### config.mk
export PLATFORM = sky130hd
export DESIGN_NAME = regfile_scoreboard
export DESIGN_NICKNAME = d
export VERILOG_FILES = /design/src/rtl/regfile_scoreboard.sv
export SDC_FILE = /design/constraint.sdc
export NUM_CORES = 1
export LEC_CHECK = 0
export CORE_ASPECT_RATIO = 2
export CORE_MARGIN = 4
export CORE_UTILIZATION = 59
export CTS_BUF_LIST = sky130_fd_sc_hd__clkbuf_16
export DETAILED_ROUTE_END_ITERATION = 6
export GPL_ROUTABILITY_DRIVEN = 1
export PLACE_DENSITY = 0.83
export SYNTH_ARGS = -nofsm -noshare
export SYNTH_HDL_FRONTEND = slang
export SYNTH_SLANG_ARGS = --single-unit
export TNS_END_PERCENT = 20
### constraint.sdc
create_clock -name clk -period 5.7 [get_ports clk]
set_input_delay 1.425 -clock clk [delete_from_list [all_inputs] [get_ports clk]]
set_output_delay 1.425 -clock clk [all_outputs]
set_load 0.01 [all_outputs]
### src/rtl/regfile_scoreboard.sv
// Issue-stage hazard scoreboard for the 32x32 register file: tracks pending
// writes per register and gates issue on RAW/WAW hazards.
module regfile_scoreboard #(
    parameter int LAT_W = 3
) (
    input  logic             clk,
    input  logic             rst,
    input  logic             issue_valid,
    input  logic [4:0]       issue_rj,
    input  logic             issue_rj_used,
    input  logic [4:0]       issue_rk,
    input  logic             issue_rk_used,
    input  logic [4:0]       issue_rd,
    input  logic             issue_rd_we,
    input  logic             issue_var,
    input  logic [LAT_W-1:0] issue_lat,
    output logic             issue_ready,
    input  logic             wb_valid,
    input  logic [4:0]       wb_rd,
    input  logic             flush,
    output logic [31:0]      busy_vec,
    output logic [31:0]      stall_cnt
);

    logic [LAT_W-1:0] cnt_q [32];
    logic [31:0]      var_q;
    logic [31:0]      beff;
    logic             hazard;
    logic             fire;
    logic             set_en;
    logic [LAT_W-1:0] lat_eff;

    // cnt==1 and a same-cycle matching writeback both count as free,
    // because the register file forwards the write to the readers.
    // NOTE: every combinational output gets a default first so no latch is inferred.
    always_comb begin
        beff = '0;
        for (int r = 1; r < 32; r++) begin
            beff[r] = (cnt_q[r] > LAT_W'(1)) |
                      (var_q[r] & ~(wb_valid && (wb_rd == 5'(r))));
        end
    end

    assign hazard      = (issue_rj_used & beff[issue_rj]) |
                         (issue_rk_used & beff[issue_rk]) |
                         (issue_rd_we   & beff[issue_rd]);
    assign issue_ready = ~hazard & ~flush;
    assign fire        = issue_valid & issue_ready;
    assign set_en      = fire & issue_rd_we & (issue_rd != 5'd0);
    assign lat_eff     = (issue_lat == '0) ? LAT_W'(1) : issue_lat;

    // Issue set has priority over the countdown and the writeback clear.
    // NOTE: sequential state uses non-blocking assignments only, so every
    // register sees the pre-edge values of its neighbours.
    always_ff @(posedge clk) begin
        for (int r = 0; r < 32; r++) begin
            if (rst || flush || r == 0) begin
                cnt_q[r] <= '0;
                var_q[r] <= 1'b0;
            end else if (set_en && (issue_rd == 5'(r))) begin
                cnt_q[r] <= issue_var ? '0 : lat_eff;
                var_q[r] <= issue_var;
            end else begin
                if (cnt_q[r] != '0)
                    cnt_q[r] <= cnt_q[r] - LAT_W'(1);
                if (wb_valid && (wb_rd == 5'(r)))
                    var_q[r] <= 1'b0;
            end
        end
    end

    always_comb begin
        busy_vec = '0;
        for (int r = 1; r < 32; r++)
            busy_vec[r] = (cnt_q[r] != '0) | var_q[r];
    end

    // Saturating stall counter; survives flush, cleared only by reset.
    always_ff @(posedge clk) begin
        if (rst)
            stall_cnt <= '0;
        else if (issue_valid && !issue_ready && !flush && (stall_cnt != 32'hFFFF_FFFF))
            stall_cnt <= stall_cnt + 32'd1;
    end

endmodule

==> results of run 1 <==
-- state kept, by name, indices dropped and copies added, names as in the netlist --
signal     count
cnt_q         93
stall_cnt     32
var_q         31
-- layer usage --
layer / vias up / routed length, µm / share of wire / GRT usage
li1: 4909 / - / - / -
met5: - / 0 / 0 / 0
met1: 5060 / 12300 / 0.32 / 0.329
met2: 468 / 19400 / 0.51 / 0.639
met3: 216 / 2230 / 0.058 / 0.0762
met4: 0 / 4390 / 0.11 / 0.346
-- cell usage after synthesis, types with 3 or more instances --
| library cell | number |
|---|---|
| a211oi_1 | 4 |
| a21oi_1 | 33 |
| a31oi_1 | 3 |
| a32oi_1 | 4 |
| and2_1 | 4 |
| buf_2 | 6 |
| buf_4 | 4 |
| clkbuf_1 | 45 |
| dfxtp_1 | 63 |
| edfxtp_1 | 93 |
| ha_1 | 93 |
| inv_1 | 86 |
| mux2_1 | 4 |
| mux2_2 | 18 |
| mux2i_1 | 99 |
| nand2_1 | 137 |
| nand2b_1 | 41 |
| nand3_1 | 65 |
| nand3b_1 | 5 |
| nand4_1 | 12 |
| nand4b_1 | 6 |
| nand4bb_1 | 3 |
| nor2_1 | 92 |
| nor2b_1 | 43 |
| nor3_1 | 19 |
| nor4_1 | 6 |
| o211ai_1 | 20 |
| o21ai_0 | 63 |
| o21ai_1 | 4 |
| o21ba_2 | 13 |
| o22ai_1 | 36 |
| o31ai_1 | 15 |
| or3_1 | 76 |
| or4_1 | 15 |
-- logic make-up after synthesis --
kind of cell / count (synthesis) / share of synthesized area
muxes: 124 / 0.115
buffers and inverters: 144 / 0.0510
AOI/OAI and AO/OA: 218 / 0.124
and+or+nand+nor: 540 / 0.248
other: 1 / 0.000331
adders and majority gates: 93 / 0.103
DFF: 156 / 0.358
xor gates and xnor gates: 1 / 0.000773
-- worst max-delay path, cell delays in order --
cell	delay (ns)
clkdlybuf4s50_1	0.45
buf_4	0.16
or4b_1	0.63
o21ai_2	0.21
o211ai_1	0.19
a31oi_1	0.21
nand3_1	0.09
nor3_1	0.25
o311ai_2	0.12
nor2_1	0.14
clkdlybuf4s15_1	0.31
-- area by class of cell --
| class | instances | area (µm²) |
|---|---|---|
| multi-input combinational | 977 | 6760 |
| fill | 1489 | 5140 |
| tap | 255 | 319 |
| clock inverter | 15 | 134 |
| clock buffer | 17 | 425 |
| sequential | 156 | 4050 |
| inverter | 86 | 323 |
| timing repair buffer | 191 | 1680 |
-- per-stage QoR --
step	power [mW]	util	cell area, µm²	hold slack, ns	cells
3_3_place_gp	3.88	0.695	13100	0.476	1664
5_1_grt	5.41	0.727	13700	0.530	1697
2_1_floorplan	2.99	-	11300	0.479	1277
6_report	5.09	0.727	13700	0.494	1697
4_1_cts	5.07	0.725	13600	0.496	1696
3_5_place_dp	3.95	0.695	13100	0.489	1664
-- power breakdown --
group          switching [mW]  internal, mW  total, mW
Sequential              0.173          1.47       1.64
Clock                   0.529         0.575       1.10
Combinational            1.30          1.04       2.34
Total                    2.01          3.09       5.09
-- final timing paths --
| path | end | startpoint | slack [ns] |
|---|---|---|---|
| worst min register to register | stall_cnt[18] | stall_cnt[18] | 0.49 |
| worst min-delay path | stall_cnt[18] | stall_cnt[18] | 0.49 |
| worst max-delay path | issue_ready | wb_rd[1] | 0.08 |
| worst max register to register | stall_cnt[1] | stall_cnt[6] | 1.88 |
-- what timing repair did --
action	4_1_cts	5_1_grt
setup endpoints to repair	1	1
hold endpoints to repair	0	0
gates resized for setup	3	23
buffers inserted	0	1
pin swaps	0	1
==> results.json, run 1 <==
{
  "dp_slack_ns": -0.224,
  "place.gp.congestion": 1.05,
  "synthArstFlopShare": 0,
  "cp-end-kind": "output port",
  "max-slew-margin-rel": 0.445,
  "total_leakage_power_nw": 5.69,
  "syn-cell-area_um2": 11300,
  "synth_edf_count": 93,
  "ys_seq_elements": 156,
  "yosys_warnings": 0,
  "cts-buffers-inserted": 17,
  "power_density_nw_per_um2": 372,
  "rows": 71,
  "root_buffer": "clkbuf_16",
  "synth_cell_types": 70,
  "holdBufCountCts": 0,
  "grt_max_degree": 61,
  "period_needed_ns": 5.62,
  "rr_worst_depth": 11,
  "synth_area_leader_cell": "edfxtp_1",
  "io_buffers": 95,
  "worstSetupPathType": "in -> out",
  "area_delta_synth_final_pct": 20.9,
  "antenna_cells": 0,
  "grt_pass1_wl_um": 59000,
  "worst_slew_pin_slew_ns": 0.826,
  "dp_hpwl_um": 29600,
  "io_pins": 97,
  "grt_pass1_vias": 11300,
  "die-area_um2": 21600,
  "tns_ns": 0,
  "final_antenna_net_count": 0,
  "synthFlopType": "edfxtp_1",
  "overflow": 0,
  "drc_errors": 0,
  "synthTopCellsByArea": "edfxtp_1 (25%), dfxtp_1 (11%), ha_1 (10%), mux2i_1 (8.7%), nand2_1 (4.5%)",
  "antenna_found_initial": 0,
  "slew_violations": 0,
  "htreeDepth": 4,
  "core_area_um2": 18800,
  "final_cell_mix": "nand2_1 (137), mux2i_1 (99), buf_4 (95)",
  "synth_fp_nets": 1402,
  "via_per_inst": 6.28,
  "hold_viol": 0,
  "grt.total_usage": 0.359,
  "worstPathArrival_ns": 4.19,
  "wire_per_inst_um": 22.6,
  "period_share": 0.985,
  "crit_fanout": 4,
  "drv_cap": 0,
  "outcome": "complete, no violations",
  "max-vdd-ir-drop_mv": 0.224,
  "die_w_um": 106,
  "layout.nets": 1554,
  "clk_pin_slew_ns": 0.06,
  "clock.fmax_ghz": 0.178,
  "dr_total_vias": 10700,
  "setup_slack_ns": 0.0835,
  "seq_area_frac_synth": 0.358,
  "drt-pass1-iter-count": 5,
  "cts_tree": "yes",
  "min_path_type": "reg -> reg",
  "drive_gt1_frac": 0.126,
  "cts.sinks": 156,
  "cp-start-kind": "input port",
  "die_y_um": 204,
  "initial_utilization": 0.601,
  "required_ns": 4.28,
  "layout_commonest_cell": "nand2_1",
  "holdPathStages": 2,
  "synth_top_area_share": 0.247,
  "synth_cells": 1277,
  "finalSetupViolCount": 0,
  "skew_ns": 0.0120,
  "clockBufferDepth": 2,
  "synth_area_per_cell_um2": 8.87,
  "clk-insertion-delay-late_ns": 0.44,
  "drt_iter0_markers": 633,
  "finalWirelength_um": 38300
}
Note: power is estimated with default switching activity, not from simulation.
==> run 2, diff against run 1 <==
--- a/config.mk
+++ b/config.mk
@@ -5,6 +5,7 @@
 export SDC_FILE = /design/constraint.sdc
 export NUM_CORES = 1
 export LEC_CHECK = 0
+export CAP_MARGIN = 15
 export CORE_ASPECT_RATIO = 2
 export CORE_MARGIN = 4
 export CORE_UTILIZATION = 59
@@ -12,6 +13,7 @@
 export DETAILED_ROUTE_END_ITERATION = 6
 export GPL_ROUTABILITY_DRIVEN = 1
 export PLACE_DENSITY = 0.83
+export SETUP_SLACK_MARGIN = 0.1
 export SYNTH_ARGS = -nofsm -noshare
 export SYNTH_HDL_FRONTEND = slang
 export SYNTH_SLANG_ARGS = --single-unit
==> run 2 against run 1 <==
Effect of this change:
- flip-flop and latch count did not move
- sequential power barely moved
- utilization barely moved
- hold slack barely moved
- first-iteration DRC count fell by 4.7%
- setup slack improved by 0.13 ns
- critical endpoint unchanged
- final cell count did not move
- power barely moved
==> results.json, run 2 (synthesized netlist as in run 1, its figures left out) <==
{
  "reg2reg_slack_ns": 1.87,
  "total_power_mw": 5.10,
  "io_buffers": 95,
  "grt_pass1_vias": 11200,
  "cp_common_cell": "buf_4",
  "area_delta_synth_final_pct": 20.9,
  "layout.nets": 1554,
  "worst_slew_pin_slew_ns": 0.812,
  "cts_tree": "yes",
  "grt_pass1_wl_um": 59100,
  "place.gp.congestion": 1.05,
  "max_flop_register": "cnt_q",
  "drt_iter0_markers": 603,
  "die-area_um2": 21600,
  "grt_max_degree": 61,
  "nFillCells": 1488,
  "htreeDepth": 4,
  "post-route-cell-area_um2": 13700,
  "min_path_type": "reg -> reg",
  "cts-buffers-inserted": 17,
  "antenna_found_initial": 0,
  "clk-insertion-delay-late_ns": 0.44,
  "crit_chain": "clkdlybuf4s50_1 > buf_4 > buf_4 > or2_2 > o21ai_1 > o211ai_1 > mux2_2 > a221oi_1 > a211o_1 > nand4_1 > nor2_1 > clkbuf_2",
  "skew_ns": 0.0121,
  "dr_total_vias": 10600,
  "rr_worst_depth": 11,
  "clockBufferDepth": 2,
  "period_share": 0.963,
  "cts.sinks": 156,
  "reg2reg_to": "stall_cnt[1]",
  "drc_errors": 0,
  "period_needed_ns": 5.49,
  "hold_path_end": "stall_cnt[18]",
  "dp_hpwl_um": 29600,
  "initial_utilization": 0.601,
  "crit_fanout": 4,
  "finalSetupViolCount": 0,
  "worstSetupPathType": "in -> out",
  "holdBufCountCts": 0,
  "antenna_cells": 0,
  "rsz0062_at_grt": "no",
  "cp-start-kind": "input port",
  "wl_met3_um": 2180,
  "holdPathStages": 2,
  "clk_pin_slew_ns": 0.06,
  "clock.fmax_ghz": 0.182,
  "layout_commonest_cell": "nand2_1",
  "power_density_nw_per_um2": 372,
  "die_w_um": 106,
  "finalWirelength_um": 38600,
  "overflow": 0,
  "via_per_inst": 6.27,
  "total_leakage_power_nw": 5.69,
  "rows": 71,
  "worstPathArrival_ns": 4.06,
  "max-vdd-ir-drop_mv": 0.225,
  "drive_gt1_frac": 0.127,
  "largestRegisters": "cnt_q: 93 flops, stall_cnt: 32 flops, var_q: 31 flops",
  "hp-start": "stall_cnt[18]",
  "met2WireLength_um": 19300,
  "largest_register_ffs": 93,
  "grt.total_usage": 0.361,
  "root_buffer": "clkbuf_16",
  "required_ns": 4.28,
  "final_antenna_net_count": 0,
  "timing.hold.ws_ns": 0.495,
  "post_dp_cell_area_um2": 13100,
  "r2r-start": "stall_cnt[6]",
  "dr.max_layer_used": "met4",
  "io_pins": 97,
  "core_area_um2": 18800,
  "outcome": "complete, no violations",
  "drv_cap": 0,
  "die_y_um": 204,
  "cp_slowest_stage_delay_ns": 0.46,
  "slew_violations": 0,
  "slowest_stage": "clkdlybuf4s50_1",
  "drt-pass1-iter-count": 7,
  "wire_per_inst_um": 22.7,
  "hold_viol": 0,
  "met1Wirelength_um": 12600,
  "final_cell_mix": "nand2_1 (137), mux2i_1 (99), buf_4 (95)",
  "cp-end-kind": "output port",
  "max-slew-margin-rel": 0.455
}
-- run 2: changes by cell type in the layout (fill, tap and decap cells not counted) --
cell / delta
and3b_1: +1
and3b_2: -1
clkbuf_2: +1
clkdlybuf4s15_1: -1
o21ai_0: +1
o21ai_1: -1
or4b_1: -1
or4b_4: +1
-- run 2: layout make-up --
cell class,count,area [µm²],area share
clock buffers,17,425,0.0311
clock inverters,15,134,0.00978
inverters,86,323,0.0236
multi-input cells,977,6760,0.494
flip-flops and latches,156,4050,0.296
well taps,255,319,0.0233
repair buffers,191,1680,0.123
-- run 2: how the worst max path moves through the flow --
stage                        start           to  slack (ns)  cells after the start
after floorplan           wb_rd[2]  issue_ready        0.94                      8
after global placement    wb_rd[2]  issue_ready       -0.18                     11
after detailed placement  wb_rd[2]  issue_ready       -0.22                     11
after CTS                 wb_rd[1]  issue_ready        0.12                     12
after global routing      wb_rd[1]  issue_ready        0.09                     12
final                     wb_rd[1]  issue_ready        0.21                     12
-- run 2: where the power goes --
group	total (mW)	internal [mW]	switching [mW]
Combinational	2.35	1.04	1.31
Sequential	1.64	1.47	0.174
Clock	1.10	0.575	0.529
Total	5.10	3.08	2.01
-- run 2: per-stage QoR --
stage | TNS [ns] | setup slack [ns] | cells | utilization
after detailed placement | -0.224 | -0.224 | 1664 | 0.695
after floorplan | 0 | 0.945 | 1277 | -
after global placement | -0.178 | -0.178 | 1664 | 0.695
final | 0 | 0.213 | 1697 | 0.727
after global routing | 0 | 0.0897 | 1697 | 0.727
after CTS | 0 | 0.116 | 1696 | 0.725
-- run 2: timing repair --
| action | 4_1_cts | 5_1_grt |
|---|---|---|
| gates resized for setup | 12 | 14 |
| endpoints found under the setup margin | 1 | 1 |
| pin swaps | 0 | 1 |
| buffers inserted | 0 | 1 |
-- run 2: critical path, delay by kind of cell --
family,cells,cell delay (ns)
buf+inv,4,0.94
compound gates,4,0.84
simple gates,3,0.58
mux,1,0.29
-- run 2: layer usage --
metal | track usage | vias to the layer above
met4 | 0.344 | 0
met5 | 0 | -
li1 | - | 4916
met3 | 0.0733 | 211
met2 | 0.640 | 445
met1 | 0.334 | 5064
